[config.mk]
export PLATFORM = sky130hd
export DESIGN_NAME = simd_instr_sequencer
export DESIGN_NICKNAME = d
export VERILOG_FILES = /design/src/rtl/simd_pkg.sv /design/src/rtl/simd_loop_ctrl.sv /design/src/rtl/simd_instr_sequencer.sv
export SDC_FILE = /design/constraint.sdc
export NUM_CORES = 1
export LEC_CHECK = 0
export CAP_MARGIN = 20
export CORE_ASPECT_RATIO = 0.5
export CORE_MARGIN = 1.5
export CORE_UTILIZATION = 40
export DETAILED_ROUTE_END_ITERATION = 10
export PLACE_DENSITY_LB_ADDON = 0.2
export SYNTH_ARGS = -nofsm -noshare
export SYNTH_HDL_FRONTEND = slang
export SYNTH_SLANG_ARGS = --single-unit
[constraint.sdc]
create_clock -name clk -period 2.7 [get_ports clk]
set_input_delay 0.405 -clock clk [delete_from_list [all_inputs] [get_ports clk]]
set_output_delay 0.405 -clock clk [all_outputs]
set_load 0.01 [all_outputs]
[src/rtl/simd_pkg.sv]
// Shared constants, instruction field slices, opcode and FSM state encodings
// for the SIMD instruction sequencer.
package simd_pkg;

  localparam int INS_WIDTH      = 64;
  localparam int INS_ADDR_WIDTH = 11;
  localparam int INS_DEPTH      = 2048;
  localparam int LOOP_CNT_WIDTH = 16;

  localparam int OPC_MSB = 63;
  localparam int OPC_LSB = 60;
  localparam int IMM_MSB = 15;
  localparam int IMM_LSB = 0;

  // Opcodes 0x1..0xB are all compute instructions forwarded to the PE array
  typedef enum logic [3:0] {
    OPC_NOP       = 4'h0,
    OPC_CMP_FIRST = 4'h1,
    OPC_CMP_LAST  = 4'hB,
    OPC_LOOP      = 4'hC,
    OPC_ENDL      = 4'hD,
    OPC_RSVD      = 4'hE,
    OPC_HALT      = 4'hF
  } opcode_e;

  typedef enum logic [2:0] {
    ST_IDLE   = 3'd0,
    ST_FETCH  = 3'd1,
    ST_WAIT   = 3'd2,
    ST_DECODE = 3'd3,
    ST_ISSUE  = 3'd4,
    ST_DONE   = 3'd5
  } seq_state_e;

endpackage

[src/rtl/simd_loop_ctrl.sv]
// Single-level hardware loop bookkeeping: remembers the loop body start and
// remaining trip count, and tells the sequencer when ENDL must branch back.
module simd_loop_ctrl
  import simd_pkg::*;
(
  input  logic                      clk,
  input  logic                      rstn,
  input  logic                      clear,
  input  logic                      do_loop,
  input  logic                      do_endl,
  input  logic [LOOP_CNT_WIDTH-1:0] imm,
  input  logic [INS_ADDR_WIDTH-1:0] pc,
  output logic                      loop_active,
  output logic [INS_ADDR_WIDTH-1:0] loop_start,
  output logic                      take_back
);

  logic [LOOP_CNT_WIDTH-1:0] loop_cnt;

  assign take_back = loop_active && (loop_cnt > LOOP_CNT_WIDTH'(1));

  // A zero trip count still executes the body once
  always_ff @(posedge clk or negedge rstn) begin
    if (!rstn) begin
      loop_active <= 1'b0;
      loop_cnt    <= '0;
      loop_start  <= '0;
    end else if (clear) begin
      loop_active <= 1'b0;
      loop_cnt    <= '0;
      loop_start  <= '0;
    end else if (do_loop) begin
      loop_active <= 1'b1;
      loop_start  <= pc + 1'b1;
      loop_cnt    <= (imm == '0) ? LOOP_CNT_WIDTH'(1) : imm;
    end else if (do_endl) begin
      if (take_back) begin
        loop_cnt <= loop_cnt - 1'b1;
      end else begin
        loop_active <= 1'b0;
      end
    end
  end

endmodule

[src/rtl/simd_instr_sequencer.sv]
// Fetch/decode/issue controller feeding the SIMD PE array from instruction BRAM.
// Optional SIMD_SEQ_PERF_EN adds saturating cycle_cnt/issue_cnt run counters.
module simd_instr_sequencer
  import simd_pkg::*;
(
  input  logic                      clk,
  input  logic                      rstn,
  input  logic                      in_data_valid,
  input  logic                      stall,
  output logic                      ins_en,
  output logic [INS_ADDR_WIDTH-1:0] ins_addr,
  input  logic [INS_WIDTH-1:0]      ins_dout,
  output logic                      issue_valid,
  input  logic                      issue_ready,
  output logic [INS_WIDTH-1:0]      issue_instr,
  output logic                      out_data_valid,
  output logic                      err
`ifdef SIMD_SEQ_PERF_EN
  ,
  output logic [31:0]               cycle_cnt,
  output logic [31:0]               issue_cnt
`endif
);

  localparam logic [2:0] S_IDLE   = ST_IDLE;
  localparam logic [2:0] S_FETCH  = ST_FETCH;
  localparam logic [2:0] S_WAIT   = ST_WAIT;
  localparam logic [2:0] S_DECODE = ST_DECODE;
  localparam logic [2:0] S_ISSUE  = ST_ISSUE;
  localparam logic [2:0] S_DONE   = ST_DONE;

  logic [2:0]                state;
  logic [INS_ADDR_WIDTH-1:0] pc;
  logic [INS_WIDTH-1:0]      instr_q;
  logic [3:0]                opcode;
  logic                      run_start;
  logic                      issue_accept;
  logic                      advance;
  logic                      pc_last;
  logic                      loop_active;
  logic [INS_ADDR_WIDTH-1:0] loop_start;
  logic                      take_back;
  logic                      do_loop;
  logic                      do_endl;

  assign opcode         = instr_q[OPC_MSB:OPC_LSB];
  assign run_start      = (state == S_IDLE) && in_data_valid;
  assign issue_accept   = (state == S_ISSUE) && issue_ready && !stall;
  assign pc_last        = (pc == INS_ADDR_WIDTH'(INS_DEPTH - 1));
  assign do_loop        = (state == S_DECODE) && (opcode == OPC_LOOP) && !loop_active;
  assign do_endl        = (state == S_DECODE) && (opcode == OPC_ENDL);

  assign ins_en         = (state == S_FETCH);
  assign ins_addr       = pc;
  assign issue_valid    = (state == S_ISSUE);
  assign out_data_valid = (state == S_DONE);

  simd_loop_ctrl u_loop_ctrl (
    .clk         (clk),
    .rstn        (rstn),
    .clear       (run_start),
    .do_loop     (do_loop),
    .do_endl     (do_endl),
    .imm         (instr_q[IMM_MSB:IMM_LSB]),
    .pc          (pc),
    .loop_active (loop_active),
    .loop_start  (loop_start),
    .take_back   (take_back)
  );

  // Every sequential step to pc+1 funnels through here so the overrun check is in one place
  always_comb begin
    advance = 1'b0;
    if (state == S_DECODE) begin
      case (opcode)
        OPC_NOP, OPC_RSVD: advance = 1'b1;
        OPC_LOOP:          advance = !loop_active;
        OPC_ENDL:          advance = !take_back;
        default:           advance = 1'b0;
      endcase
    end else if (state == S_ISSUE) begin
      advance = issue_accept;
    end
  end

  always_ff @(posedge clk or negedge rstn) begin
    if (!rstn) begin
      state       <= S_IDLE;
      pc          <= '0;
      instr_q     <= '0;
      issue_instr <= '0;
      err         <= 1'b0;
    end else if (advance) begin
      if (pc_last) begin
        err   <= 1'b1;
        state <= S_DONE;
      end else begin
        pc    <= pc + 1'b1;
        state <= S_FETCH;
      end
    end else begin
      case (state)
        S_IDLE: begin
          if (in_data_valid) begin
            pc    <= '0;
            err   <= 1'b0;
            state <= S_FETCH;
          end
        end
        S_FETCH: state <= S_WAIT;
        S_WAIT: begin
          instr_q <= ins_dout;
          state   <= S_DECODE;
        end
        S_DECODE: begin
          if (opcode == OPC_HALT) begin
            state <= S_DONE;
          end else if (opcode == OPC_LOOP) begin
            err   <= 1'b1;
            state <= S_DONE;
          end else if (opcode == OPC_ENDL) begin
            pc    <= loop_start;
            state <= S_FETCH;
          end else begin
            issue_instr <= instr_q;
            state       <= S_ISSUE;
          end
        end
        S_ISSUE: state <= S_ISSUE;
        S_DONE: begin
          if (!in_data_valid) state <= S_IDLE;
        end
        default: state <= S_IDLE;
      endcase
    end
  end

`ifdef SIMD_SEQ_PERF_EN
  // Counters restart with each run and freeze once DONE is reached
  always_ff @(posedge clk or negedge rstn) begin
    if (!rstn) begin
      cycle_cnt <= '0;
      issue_cnt <= '0;
    end else if (run_start) begin
      cycle_cnt <= '0;
      issue_cnt <= '0;
    end else begin
      if ((state != S_IDLE) && (state != S_DONE) && (cycle_cnt != '1)) begin
        cycle_cnt <= cycle_cnt + 1'b1;
      end
      if (issue_accept && (issue_cnt != '1)) begin
        issue_cnt <= issue_cnt + 1'b1;
      end
    end
  end
`endif

endmodule
==> run summary <==
DRC Markers -> 0
Remaining antenna violation count -> 0
Least-Margin Pin Slew -> 0.648 ns
Worst setup endpoint -> ins_addr[4]
Post-layout min period -> 2.59 ns
Core ar. -> 18500 um^2
Worst setup startpoint -> u_loop_ctrl.loop_cnt[4]
CTS max path bufs -> 2
PwrDens -> 1130 nW/um^2
Unrepaired setup endpoints after global routing -> false
Met3 wire len -> 879 um
Max-cap viol count -> 0
Register-to-Register Path Depth -> 6
Flops & latches, synth -> 171
Sw Pwr -> 3.76 mW
Routed wire length -> 17.5 mm
Worst R2R Setup Slack -> 0.11 ns
CP arrival -> 2.90 ns
Max Freq -> 0.387 GHz
Crit path launch type -> register
Ys async rst share -> 100%
Metal2 WL -> 8.52 mm
H-tree depth -> 4
Reg2reg start -> u_loop_ctrl.loop_cnt[4]
Total Routing Usage GR -> 18.7%
Clk pin slew, worst setup/hold paths -> 0.07 ns
Top cells by instance count after synthesis -> dfrtp_1, mux2_2, mux2_1
CTS buffer count -> 17
Mapped Avg Cell Area -> 12.5 um^2
Gp weighted congestion -> 0.870
Fin Clk Skew -> 0.0144 ns
Worst skew pair latency -> 0.44 ns
Top cell type's share of synthesized area -> 56.6%
Setup-failing EPs final -> 0
Post-synth EDFFs -> 0
CP max FO -> 12
Count of cell types in the netlist -> 64
M1 wire length -> 7.89 mm
Peak VDD IR -> 0.534 mV
Fraction of layout cells with a size suffix above 1 -> 17.7%
Ys Warns -> 0
Row count -> 35
Routed vias/inst -> 5.25
Initial Utilization -> 40.9%
Critical Path End Type -> register
I/O Buffers -> 147
Initial drt markers -> 241
Reg2reg end -> ins_addr[4]
Drt wl/cell -> 17.0 um
Largest net degree at the start of global routing -> 67
Vias -> 5411
Kind of critical path -> register to register
Layout Nets -> 831
Pint -> 7.52 mW
GRT overflow -> 0
Chip width -> 197 um
TritonCTS clock tree -> done
Top_reg_cell synth -> dfrtp_1
Status -> completed
Hold Crit Class -> primary input to async pin
Sequential area share after synthesis -> 56.6%
Vias in the first global route -> 5581
Post-synth top area cell -> dfrtp_1
Syn nets -> 676
WP data required -> 3.02 ns
CP cell instances -> or4_1, nor4_1, a21o_2, a21o_4, a21oi_4, mux2_1
Final HPWL DP -> 12.1 mm
Area grow syn2layout -> 32.3%
Uppermost layer routed -> met4
Fin Setup TNS -> 0 ns
Clock Power Share -> 21.6%
Initial antenna violation count -> 0
Final Hold Vio Count -> 0
Drt pass-1 iters -> 4
Slowest CP cell -> or4_1
DIE AREA -> 19800 um^2
Pins Over Slew Limit -> 0
Ant diodes -> 0
Synth Cell Area -> 7560 um^2
CP max stage delay -> 0.60 ns
Global-route wire length before repair -> 28.8 mm
CTS Sinks -> 171
Post-CTS Repair Setup Buffers -> 0
Boundary pin count -> 148
CTS root buf -> clkbuf_16
Fraction of power spent switching nets -> 33.3%
Flop pwr share -> 39.8%
Slew margin rel. -> 56.7%
Mapped Cells -> 604
Logic gate share of total power -> 38.6%
Die Ht -> 100 um
Fin Hold WS -> 0.437 ns
Tot Pwr -> 11.3 mW
Top post-synthesis cells by area -> dfrtp_1, mux2_2, mux2_1, a21oi_1, nand2_1
Crit share post-route -> 95.8%
Leak -> 4.12 nW
Most common cell in the netlist -> dfrtp_1
## logic make-up after synthesis
group	Yosys count	share of synthesized area [%]
AOI/OAI and AO/OA	97	8.73
xor gates and xnor gates	12	1.39
adders and majority gates	3	0.496
buffers and inverters	42	2.85
DFF	171	56.6
muxes	134	19.9
and+or+nand+nor	145	10.1
## how the worst min path moves through the flow
| stage | startpoint | endpoint |
|---|---|---|
| 2_1_floorplan | rstn | err |
| 3_5_place_dp | rstn | instr_q[30] |
| 6_report | rstn | issue_instr[45] |
| 4_1_cts | rstn | instr_q[30] |
| 5_1_grt | rstn | instr_q[30] |
| 3_3_place_gp | rstn | instr_q[30] |
## area by class of cell
cell class                 instances  area, um^2
sequential                       171        4280
multi-input combinational        391        3080
timing repair buffer             168        1700
clock buffer                      20         457
fill                            1615        8470
clock inverter                    12         129
tap                              259         324
inverter                          10        37.5
## routing by layer
metal	global-route usage, %	vias up
met5	0	-
met1	24.0	2763
met2	30.6	118
met4	6.05	0
met3	5.54	19
li1	-	2511
## what timing repair did
item | in CTS | in global routing
resized for setup | 0 | 2
hold buffers | 1 | 0
setup endpoints to repair | 0 | 26
endpoints found under the hold margin | 37 | 0
## state kept, by name (all words and copies together) (netlist names)
register / cells
instr_q: 64
state: 3
err: 1
u_loop_ctrl.loop_active: 1
u_loop_ctrl.loop_start: 11
issue_instr: 64
ins_addr: 11
u_loop_ctrl.loop_cnt: 16
## power by group through the flow
stage | combinational [mW] | clock (mW) | sequential [mW]
floorplan | 2.43 | 0 | 4.49
global placement | 4.31 | 0 | 4.47
detailed placement | 4.39 | 0 | 4.52
CTS | 4.41 | 2.50 | 4.49
global route | 4.73 | 2.60 | 4.65
finish | 4.36 | 2.43 | 4.49
## layout by cell type (no fill, tap or decap), types with 4 or more instances in the layout
master,synthesis,layout
or3_1,6,6
nand2b_1,5,5
buf_4,1,15
mux2_2,70,70
inv_6,0,4
o21ai_0,19,19
buf_12,0,5
inv_1,10,10
nor4_1,12,12
dfrtp_1,171,171
a22oi_1,4,4
clkdlybuf4s50_1,0,146
nand2_1,35,35
clkbuf_16,0,17
nor2_1,25,25
o31ai_1,4,4
or4_1,4,4
xnor2_1,9,9
a21oi_1,30,29
nor3_1,10,9
nand3_1,22,22
mux2_1,61,61
a31oi_1,4,4
## stage by stage
stage	utilization, %	setup slack [ns]	cell area (um^2)	cells
2_1_floorplan	-	0.321	7560	604
3_3_place_gp	50.9	0.111	9410	998
3_5_place_dp	50.9	0.0598	9410	998
4_1_cts	54.1	0.0466	10000	1031
5_1_grt	54.1	0.00174	10000	1031
6_report	54.1	0.113	10000	1031
## critical path: cells and delay by family, from the launching register on
family / cells / cell delay, ns
AO/OA/AOI/OAI: 3 / 0.72
flip-flops: 1 / 0.42
multiplexers: 1 / 0.32
AND/OR/NAND/NOR: 2 / 1.00
Power figures use the tool's default switching activity.
